==> config.mk <==
export PLATFORM = sky130hd
export DESIGN_NAME = oreg_bank_arb
export DESIGN_NICKNAME = d
export VERILOG_FILES = /design/src/rtl/oreg_bank_arb.sv
export SDC_FILE = /design/constraint.sdc
export NUM_CORES = 1
export LEC_CHECK = 0
export CAP_MARGIN = 20
export CORE_MARGIN = 1.5
export CORE_UTILIZATION = 42
export DETAILED_ROUTE_END_ITERATION = 7
export GPL_TIMING_DRIVEN = 0
export PLACE_DENSITY = 0.79
export SYNTH_ARGS = -nofsm -noshare
export SYNTH_HDL_FRONTEND = slang
export SYNTH_SLANG_ARGS = --single-unit
==> constraint.sdc <==
create_clock -name SCLK -period 1.9 [get_ports SCLK]
set_clock_uncertainty 0.1 [all_clocks]
set_input_delay 0.285 -clock SCLK [delete_from_list [all_inputs] [get_ports SCLK]]
set_output_delay 0.285 -clock SCLK [all_outputs]
set_load 0.02 [all_outputs]
==> src/rtl/oreg_bank_arb.sv <==
// oreg_bank_arb: shares one clock-enabled output register bank (D/SP/CD)
// between two requesters, sequencing bursts of LEN+1 words into it.
// Ties are broken round-robin; a requester that drops REQ mid-burst
// causes a one-cycle clear pulse on the bank.
module oreg_bank_arb #(
    parameter int WIDTH = 8,
    parameter int LENW  = 4
) (
    input  logic             SCLK,
    input  logic             RSTN,
    input  logic             REQ0,
    input  logic [LENW-1:0]  LEN0,
    input  logic [WIDTH-1:0] DAT0,
    input  logic             REQ1,
    input  logic [LENW-1:0]  LEN1,
    input  logic [WIDTH-1:0] DAT1,
    output logic             GNT0,
    output logic             GNT1,
    output logic             ACK0,
    output logic             ACK1,
    output logic [WIDTH-1:0] OD,
    output logic             OSP,
    output logic             OCD,
    output logic             BUSY
);

    typedef enum logic [1:0] {IDLE, XFER, GAP, ABORT} state_t;

    state_t           state, state_nx;
    logic             pri, pri_nx;
    logic             sel, sel_nx;
    logic [LENW-1:0]  cnt, cnt_nx;
    logic [WIDTH-1:0] od_nx;
    logic             osp_nx, ocd_nx, gnt0_nx, gnt1_nx;

    logic             req_sel;
    logic [WIDTH-1:0] dat_sel;
    logic             win;

    // Owner's request/data, and the IDLE arbitration winner
    // (sole requester, otherwise the priority holder).
    assign req_sel = sel ? REQ1 : REQ0;
    assign dat_sel = sel ? DAT1 : DAT0;
    assign win     = (REQ0 && REQ1) ? pri : REQ1;

    // A word is taken whenever the owner keeps requesting in XFER.
    assign ACK0 = (state == XFER) && !sel && REQ0;
    assign ACK1 = (state == XFER) &&  sel && REQ1;
    assign BUSY = (state != IDLE);

    // Next-state and next-output logic; SP and CD default low so they
    // only pulse for the single cycle that asks for them.
    always_comb begin
        state_nx = state;
        pri_nx   = pri;
        sel_nx   = sel;
        cnt_nx   = cnt;
        od_nx    = OD;
        osp_nx   = 1'b0;
        ocd_nx   = 1'b0;
        gnt0_nx  = GNT0;
        gnt1_nx  = GNT1;
        case (state)
            IDLE: begin
                gnt0_nx = 1'b0;
                gnt1_nx = 1'b0;
                if (REQ0 || REQ1) begin
                    sel_nx   = win;
                    cnt_nx   = win ? LEN1 : LEN0;
                    gnt0_nx  = !win;
                    gnt1_nx  = win;
                    state_nx = XFER;
                end
            end
            XFER: begin
                if (req_sel) begin
                    od_nx  = dat_sel;
                    osp_nx = 1'b1;
                    if (cnt == '0) begin
                        gnt0_nx  = 1'b0;
                        gnt1_nx  = 1'b0;
                        state_nx = GAP;
                    end else begin
                        cnt_nx = cnt - LENW'(1);
                    end
                end else begin
                    // owner walked away: clear the partially written bank
                    ocd_nx   = 1'b1;
                    gnt0_nx  = 1'b0;
                    gnt1_nx  = 1'b0;
                    state_nx = ABORT;
                end
            end
            GAP: begin
                pri_nx   = ~sel;
                state_nx = IDLE;
            end
            ABORT: begin
                pri_nx   = ~sel;
                state_nx = IDLE;
            end
            default: state_nx = IDLE;
        endcase
    end

    // State and registered bank outputs; reset aborts without a CD pulse.
    always_ff @(posedge SCLK) begin
        if (!RSTN) begin
            state <= IDLE;
            pri   <= 1'b0;
            sel   <= 1'b0;
            cnt   <= '0;
            OD    <= '0;
            OSP   <= 1'b0;
            OCD   <= 1'b0;
            GNT0  <= 1'b0;
            GNT1  <= 1'b0;
        end else begin
            state <= state_nx;
            pri   <= pri_nx;
            sel   <= sel_nx;
            cnt   <= cnt_nx;
            OD    <= od_nx;
            OSP   <= osp_nx;
            OCD   <= ocd_nx;
            GNT0  <= gnt0_nx;
            GNT1  <= gnt1_nx;
        end
    end

endmodule

==> results of run 1 <==
[cell type report]
cell class	count	area (um2)	share of cell area, %
inverter	5	18.8	1.22
timing repair buffer	43	427	27.7
sequential	20	404	26.2
tap	28	35.0	2.27
buffer	6	42.5	2.76
clock buffer	4	36.3	2.36
multi-input combinational	83	577	37.4
[critical path: cells and delay by family, from the launching register on]
kind	cells	cell delay [ns]
flip-flops	1	0.42
buffers and inverters	2	0.39
AND/OR/NAND/NOR	2	0.35
[logic make-up (layout without fill, tap and decap cells)]
group,count (synthesis),count (layout),synth area share (%)
AO/OA/AOI/OAI,31,31,23.8
adder cells (fa/ha/maj),1,1,1.22
buffers and inverters,11,58,5.72
flip-flops,20,20,39.0
multiplexers,11,11,10.8
AND/OR/NAND/NOR,40,40,19.5
[repair_timing]
item                       4_1_cts  5_1_grt
setup buffers                    1        1
gates resized for setup         12        1
setup endpoints to repair        3        3
[where the power goes]
group | internal [mW] | switching [mW]
combinational | 0.250 | 0.245
clock | 0.117 | 0.126
sequential | 0.474 | 0.0378
total | 0.842 | 0.409
[how the worst max path moves through the flow]
stage	startpoint	slack [ns]	cells past startpoint	endpoint
3_5_place_dp	RSTN	-0.12	5	OD[4]
4_1_cts	state[1]	0.02	4	ACK1
3_3_place_gp	REQ0	-0.09	3	ACK0
6_report	state[0]	0.05	4	ACK1
2_1_floorplan	cnt[0]	0.34	5	cnt[2]
5_1_grt	state[0]	0.009	4	ACK1
[layer usage]
metal  vias up  part of all wire [%]
met1       465                    42
met2        40                    48
li1        511                     -
met5         -                     0
met4         0                  0.38
met3         2                   9.0
[per-stage QoR]
stage / std cells / hold WS [ns] / instance area (um2) / util [%] / TNS [ns]
after global routing: 189 / 0.415 / 1540 / 68.3 / 0
final: 189 / 0.372 / 1540 / 68.3 / 0
after CTS: 188 / 0.375 / 1530 / 67.8 / 0
after global placement: 183 / 0.360 / 1470 / 65.3 / -0.704
after detailed placement: 183 / 0.359 / 1470 / 65.3 / -1.03
after floorplan: 114 / 0.351 / 1030 / - / 0
[layout by cell type (no fill, tap or decap), drive strengths merged]
cell type,n
nor2b,2
and2b,1
o311ai,1
mux2,1
and3,3
o31ai,2
inv,5
or3,1
nand2,12
nor2,14
a21oi,6
o32ai,3
dlygate4sd2,1
clkdlybuf4s50,38
or2,1
or3b,1
nand2b,2
clkbuf,6
dfxtp,20
a32oi,2
a31o,3
or4b,1
a211oi,9
mux2i,10
a2bb2oi,1
nand3,2
clkdlybuf4s15,2
ha,1
buf,6
o21ai,4
==> key figures, run 1 <==
Placed design
  • Final HPWL from detailed placement: about 2 mm
  • Worst slack at placement: -0.119 ns
  • Input/output buffers: 41
  • Routability Congestion: approximately 0.89

Floorplanning
  • Starting utilization of the core area: 45.6%
  • Standard cell core area: 2250 um2
  • Io pins: 43
  • Number of cell rows: 17
  • Y dimension of the die: between 50 and 60 um
  • Horizontal die dimension: roughly 52 um
  • Overall die area: 2750 um2

Global route
  • Top Usage Layer GRT: met2
  • Antenna violations before repair: 0
  • Global-route track usage on met3: under 10%
  • M1 GR Usage: between 20 and 25%
  • Total global routing track utilization: a little over a fifth
  • Via count of the first global-routing pass: roughly 1.0k
  • Global-route congestion overflow total: 0
  • Met2 Usage GRT: between 30% and 40%
  • Largest net degree at the start of global routing: 12
  • First-pass GRT wire length: 4.31 mm

Cells and area
  • Max FFs per register: 8
  • Ratio of cells with drive above 1 in the final layout: around 15%
  • Fillcell total: ~210
  • Largest Register: OD
  • Diode insertion count for antenna repair: 0
  • Net count of the finished layout: around 190
  • Area growth from synthesis to layout: 49.9%
  • Biggest regs: OD (8), cnt (4), state (2)

Setup path
  • Data arrival time of the critical path: 1.46 ns
  • Largest stage delay on the critical path: ~0.42 ns
  • Worst flop-to-flop path startpoint: cnt[0]
  • WS Path Type: reg -> out
  • Kind of start point of the critical path: flip-flop
  • Worst setup slack for register-to-register paths: between 0.1 and 0.15 ns
  • Cell-by-cell trace of the critical path: and2b_2 -> buf_6 -> and3_1 -> clkdlybuf4s15_2
  • Kind of end point of the critical path: output port
  • Maximum fanout encountered on the critical timing path: 10
  • Required arrival time at the worst endpoint: between 1.5 and 2 ns
  • Standard cell with the maximum stage delay on the critical path: dfxtp_1
  • Capture instance of the worst register-to-register path: cnt[0]
  • Worst reg2reg path depth: 6

Synthesis
  • Summed instance area of the synthesized netlist: between 1000 and 1500 um2
  • Async set-or-reset flop fraction in the synthesized netlist: 0%
  • Mapped Avg Cell Area: 9.01 um2
  • Number of warnings printed during yosys synthesis: 0
  • Synth cell count leaders: dfxtp_1 (20), nor2_1 (13), nand2_1 (12), mux2i_1 (10), a211oi_1 (8)
  • Count of mapped cells out of synthesis: 114
  • Number of distinct library cells after synthesis: 33
  • Most used DFF post-synth: dfxtp_1
  • Share of the yosys chip area belonging to registers: between 30% and 40%
  • Cell with the most instances after synthesis: dfxtp_1
  • Area fraction of the dominant cell type after synthesis: 39.0%
  • Number of flops mapped to enable cells by yosys: 0
  • Ranking of synthesized cells by area: dfxtp_1 (39%), mux2i_1 (9.7%), a211oi_1 (5.8%)
  • Post-synthesis sequential element count: 20
  • Most area-hungry cell type in the Yosys netlist: dfxtp_1
  • Number of nets produced by synthesis: 143

STA
  • Total setup violations reported at the end of the flow: 0
  • Fin worst setup slack: about 0.055 ns
  • Worst slew pin tran: between 0.5 and 0.6 ns
  • Tmin final: about 1.8 ns
  • FMAX: between 0.5 and 0.6 GHz
  • RSZ-0062 raised after global routing: no
  • Hold violation total from the final report: 0
  • Headroom to the max-slew limit: around 63%
  • Share of the clock period used by the worst path after layout: 97.1%
  • Count of pins over their slew limit: 0

Detailed routing
  • Number of optimization iterations in the first detailed-route pass: 4
  • Antenna viol nets, final: 0
  • Final wirelength: about 2.6 mm
  • Count of vias placed by the detailed router: between 1k and 1.5k
  • Post-route DRC violation count: 0
  • DR WL/cell: between 10 and 15 um
  • Post-detailed-route via-to-cell ratio: between 5 and 6
  • Drt first-iter violations: 9

Clock tree
  • Number of buffers created by CTS: 3
  • Post-CTS clock slew at the launch and capture registers of the worst setup and hold paths: roughly 0.11 ns
  • Clock net sink count: 20
  • Clock network latency to the later pin of the worst-skew pair: roughly 0.29 ns
  • Count of hold-fix buffers inserted at cts: 0
  • CTS tree: done
  • CTS max path bufs: 2
  • H-Tree Depth: 1
  • Master cell of the clock root buffer: clkbuf_4

Power and ir drop
  • Total power per unit cell area: 812 nW/um2
  • Total power: ~1.3 mW
  • Leakage power: 0.573 nW
  • Maximum vdd ir drop: 0.486 mV

Worst hold path
  • Path category of the worst min-delay check: reg -> reg
  • End point of the most critical hold path: GNT0
  • Min-delay src: GNT0
  • Cell depth of the worst hold path: 2

Run status
  • Outcome: complete, no violations

Run
  • Number of maximum-capacitance constraint violations: 0
Power figures use the tool's default switching activity.
==> run 2, diff against run 1 <==
- ABC_AREA: default -> 1
- CORE_MARGIN: 1.5 -> default
- CORE_UTILIZATION: 42 -> 43
- PLACE_DENSITY: 0.79 -> 0.83
==> run 2 against run 1 <==
Flip-flop and latch count is the same. Die area grew 2.1%. Final cell count grew 31%. Core utilization is 4.3 points lower. Sequential power is essentially flat. Count of clock-buffer cells in the layout shrank 1. Critical path type unchanged. Critical endpoint unchanged.
==> key figures, run 2 <==
Clock tree
  • H-Tree Depth: 1 (unchanged)
  • CTS max path bufs: 2 (unchanged)
  • Post-CTS clock slew at the launch and capture registers of the worst setup and hold paths: 0.11 ns (about the same)
  • Clock net sink count: 20 (unchanged)
  • Number of buffers created by CTS: 3 (unchanged)
  • Clock network latency to the later pin of the worst-skew pair: 0.30 ns (about the same)
  • Master cell of the clock root buffer: clkbuf_4
  • Count of hold-fix buffers inserted at cts: 0 (unchanged)
  • CTS tree: done

Cells and area
  • Ratio of cells with drive above 1 in the final layout: 12.8% (-2.1 points)
  • Count of non-filler cells in the finished layout: 248 (+31%)
  • Diode insertion count for antenna repair: 0 (unchanged)
  • Leading cell types in the layout, fill and taps excluded: nand2_1 (52), clkdlybuf4s50_1 (38), nor2_1 (27)
  • Most common cell after layout, fill and taps aside: nand2_1
  • Max FFs per register: 8 (unchanged)
  • Biggest regs: OD (8), cnt (4), state (2)
  • Largest Register: OD
  • Area growth from synthesis to layout: 41.7%
  • Fillcell total: 246 (+20%)
  • Design area: 1590 um2 (+2.9%)
  • Net count of the finished layout: 249 (+30%)

Synthesis
  • Most area-hungry cell type in the Yosys netlist: dfxtp_1
  • Ranking of synthesized cells by area: dfxtp_1 (36%), nand2_1 (17%), nor2_1 (9.4%)
  • Synth cell count leaders: nand2_1 (52), nor2_1 (28), dfxtp_1 (20), inv_1 (20), nand3_1 (13)
  • Number of flops mapped to enable cells by yosys: 0 (unchanged)
  • Share of the yosys chip area belonging to registers: 35.8% (-3.2 points)
  • Area fraction of the dominant cell type after synthesis: 35.8% (-3.2 points)
  • Cell with the most instances after synthesis: nand2_1
  • Summed instance area of the synthesized netlist: 1120 um2 (+8.9%)
  • Post-synthesis sequential element count: 20 (unchanged)
  • Number of warnings printed during yosys synthesis: 0 (unchanged)
  • Most used DFF post-synth: dfxtp_1
  • Async set-or-reset flop fraction in the synthesized netlist: 0% (unchanged)
  • Count of mapped cells out of synthesis: 174 (+53%)
  • Number of nets produced by synthesis: 203 (+42%)
  • Number of distinct library cells after synthesis: 23 (-30%)
  • Mapped Avg Cell Area: 6.43 um2 (-29%)

STA
  • Headroom to the max-slew limit: 70.7% (+7.4 points)
  • Hold WS: 0.317 ns (-0.0545 ns)
  • Total setup violations reported at the end of the flow: 0 (unchanged)
  • Share of the clock period used by the worst path after layout: 90.5% (-6.6 points)
  • Count of pins over their slew limit: 0 (unchanged)
  • Worst slew pin tran: 0.439 ns (-0.0964 ns)
  • Final-layout setup total negative slack: 0 ns (unchanged)
  • FMAX: 0.582 GHz (+7.3%)
  • Tmin final: 1.72 ns (-0.126 ns)
  • Hold violation total from the final report: 0 (unchanged)
  • RSZ-0062 raised after global routing: no

Detailed routing
  • Post-detailed-route via-to-cell ratio: 4.66 (-14%)
  • Antenna viol nets, final: 0 (unchanged)
  • Drt first-iter violations: 24 (+15)
  • Count of vias placed by the detailed router: 1155 (+13%)
  • Final wirelength: 2.57 mm (-2.1%)
  • Post-route DRC violation count: 0 (unchanged)
  • Number of optimization iterations in the first detailed-route pass: 4 (unchanged)
  • DR WL/cell: 10.4 um (-25%)

Placed design
  • Cell area reported after detailed placement: 1570 um2 (+6.4%)
  • Final HPWL from detailed placement: 1.92 mm (-4.1%)
  • Routability Congestion: 0.842 (-5.7%)
  • Number of placed cells counting well taps: 245 (+34%)
  • Input/output buffers: 41 (unchanged)

Run
  • Number of maximum-capacitance constraint violations: 0 (unchanged)

Global route
  • First-pass GRT wire length: 4.28 mm (-0.49%)
  • Met2 Usage GRT: 38.4% (+1.5 points)
  • Global-route congestion overflow total: 0 (unchanged)
  • Total global routing track utilization: 21.5% (+0.61 points)
  • Top Usage Layer GRT: met2
  • M1 GR Usage: 23.8% (-0.72 points)
  • Via count of the first global-routing pass: 1020 (+1.3%)
  • Antenna violations before repair: 0 (unchanged)
  • Largest net degree at the start of global routing: 11 (-1)
  • Global-route track usage on met3: 6.03% (+0.034 points)

Setup path
  • Maximum fanout encountered on the critical timing path: 9 (-1)
  • Kind of start point of the critical path: flip-flop
  • Required arrival time at the worst endpoint: 1.51 ns (about the same)
  • WS Path Type: reg -> out
  • Data arrival time of the critical path: 1.33 ns (-0.13 ns)
  • Kind of end point of the critical path: output port
  • Worst reg2reg path depth: 8 (+2)

Floorplanning
  • Io pins: 43 (unchanged)
  • Y dimension of the die: 53.0 um (+1.0%)
  • Number of cell rows: 18 (+1)
  • Starting utilization of the core area: 45.2% (-0.41 points)
  • Standard cell core area: 2480 um2 (+9.9%)
  • Overall die area: 2810 um2 (+2.1%)
  • Horizontal die dimension: 53.0 um (+1.0%)

Power and ir drop
  • Total power: 1.24 mW (-1.2%)
  • Maximum vdd ir drop: 0.652 mV (+34%)
  • Leakage power: 0.783 nW (+37%)
  • Total power per unit cell area: 779 nW/um2 (-4.0%)

Run status
  • Outcome: complete, no violations

Worst hold path
  • Cell depth of the worst hold path: 4 (+2)
  • Path category of the worst min-delay check: in -> reg
## run 2: routing by layer
layer  routed length (um)  up-vias
li1                     -      621
met1                 1200      487
met2                 1190       43
met3                  150        4
met4                   35        0
met5                    0        -
## run 2: cell type report
type | count | area (um2) | area share [%]
plain buffers | 3 | 16.3 | 1.03
multi-input cells | 126 | 603 | 38.0
repair buffers | 41 | 403 | 25.4
inverters | 25 | 101 | 6.39
clock buffers | 3 | 22.5 | 1.42
flip-flops and latches | 20 | 402 | 25.3
well taps | 30 | 37.5 | 2.37
## run 2: cells by family after synthesis
logic type / after synthesis / share of synthesized area (%)
compound gates: 16 / 7.49
fa+ha+maj: 1 / 1.12
buf+inv: 28 / 10.5
flops: 20 / 35.8
simple gates: 109 / 45.1
## run 2: critical path: stages (launching register included)
cell      delay [ns]
dfxtp_1         0.37
inv_1           0.10
nor2_8          0.19
inv_6           0.08
nor2_1          0.11
clkbuf_2        0.18
## run 2: final timing paths
path	startpoint	end	slack, ns
hold / removal	REQ1	sel	0.32
setup / recovery	state[0]	ACK1	0.18
setup reg to reg	cnt[0]	cnt[3]	0.51
hold reg to reg	GNT1	GNT1	0.37
## run 2: per-stage QoR
step                      utilization (%)  setup WS [ns]
after floorplan                         -          0.593
after global placement               63.2         -0.148
after detailed placement             63.2         -0.143
after CTS                            64.1         0.0180
after global routing                 64.0         0.0845
final                                64.0          0.180
## run 2: power by group
part           internal, mW  switching, mW
Clock                0.0741          0.131
Combinational         0.220          0.298
Sequential            0.477         0.0358
## run 2: repair_timing
| item | in CTS | in global routing |
|---|---|---|
| setup endpoints to repair | 3 | 3 |
| resized for setup | 3 | 6 |
| buffers inserted | 0 | 0 |
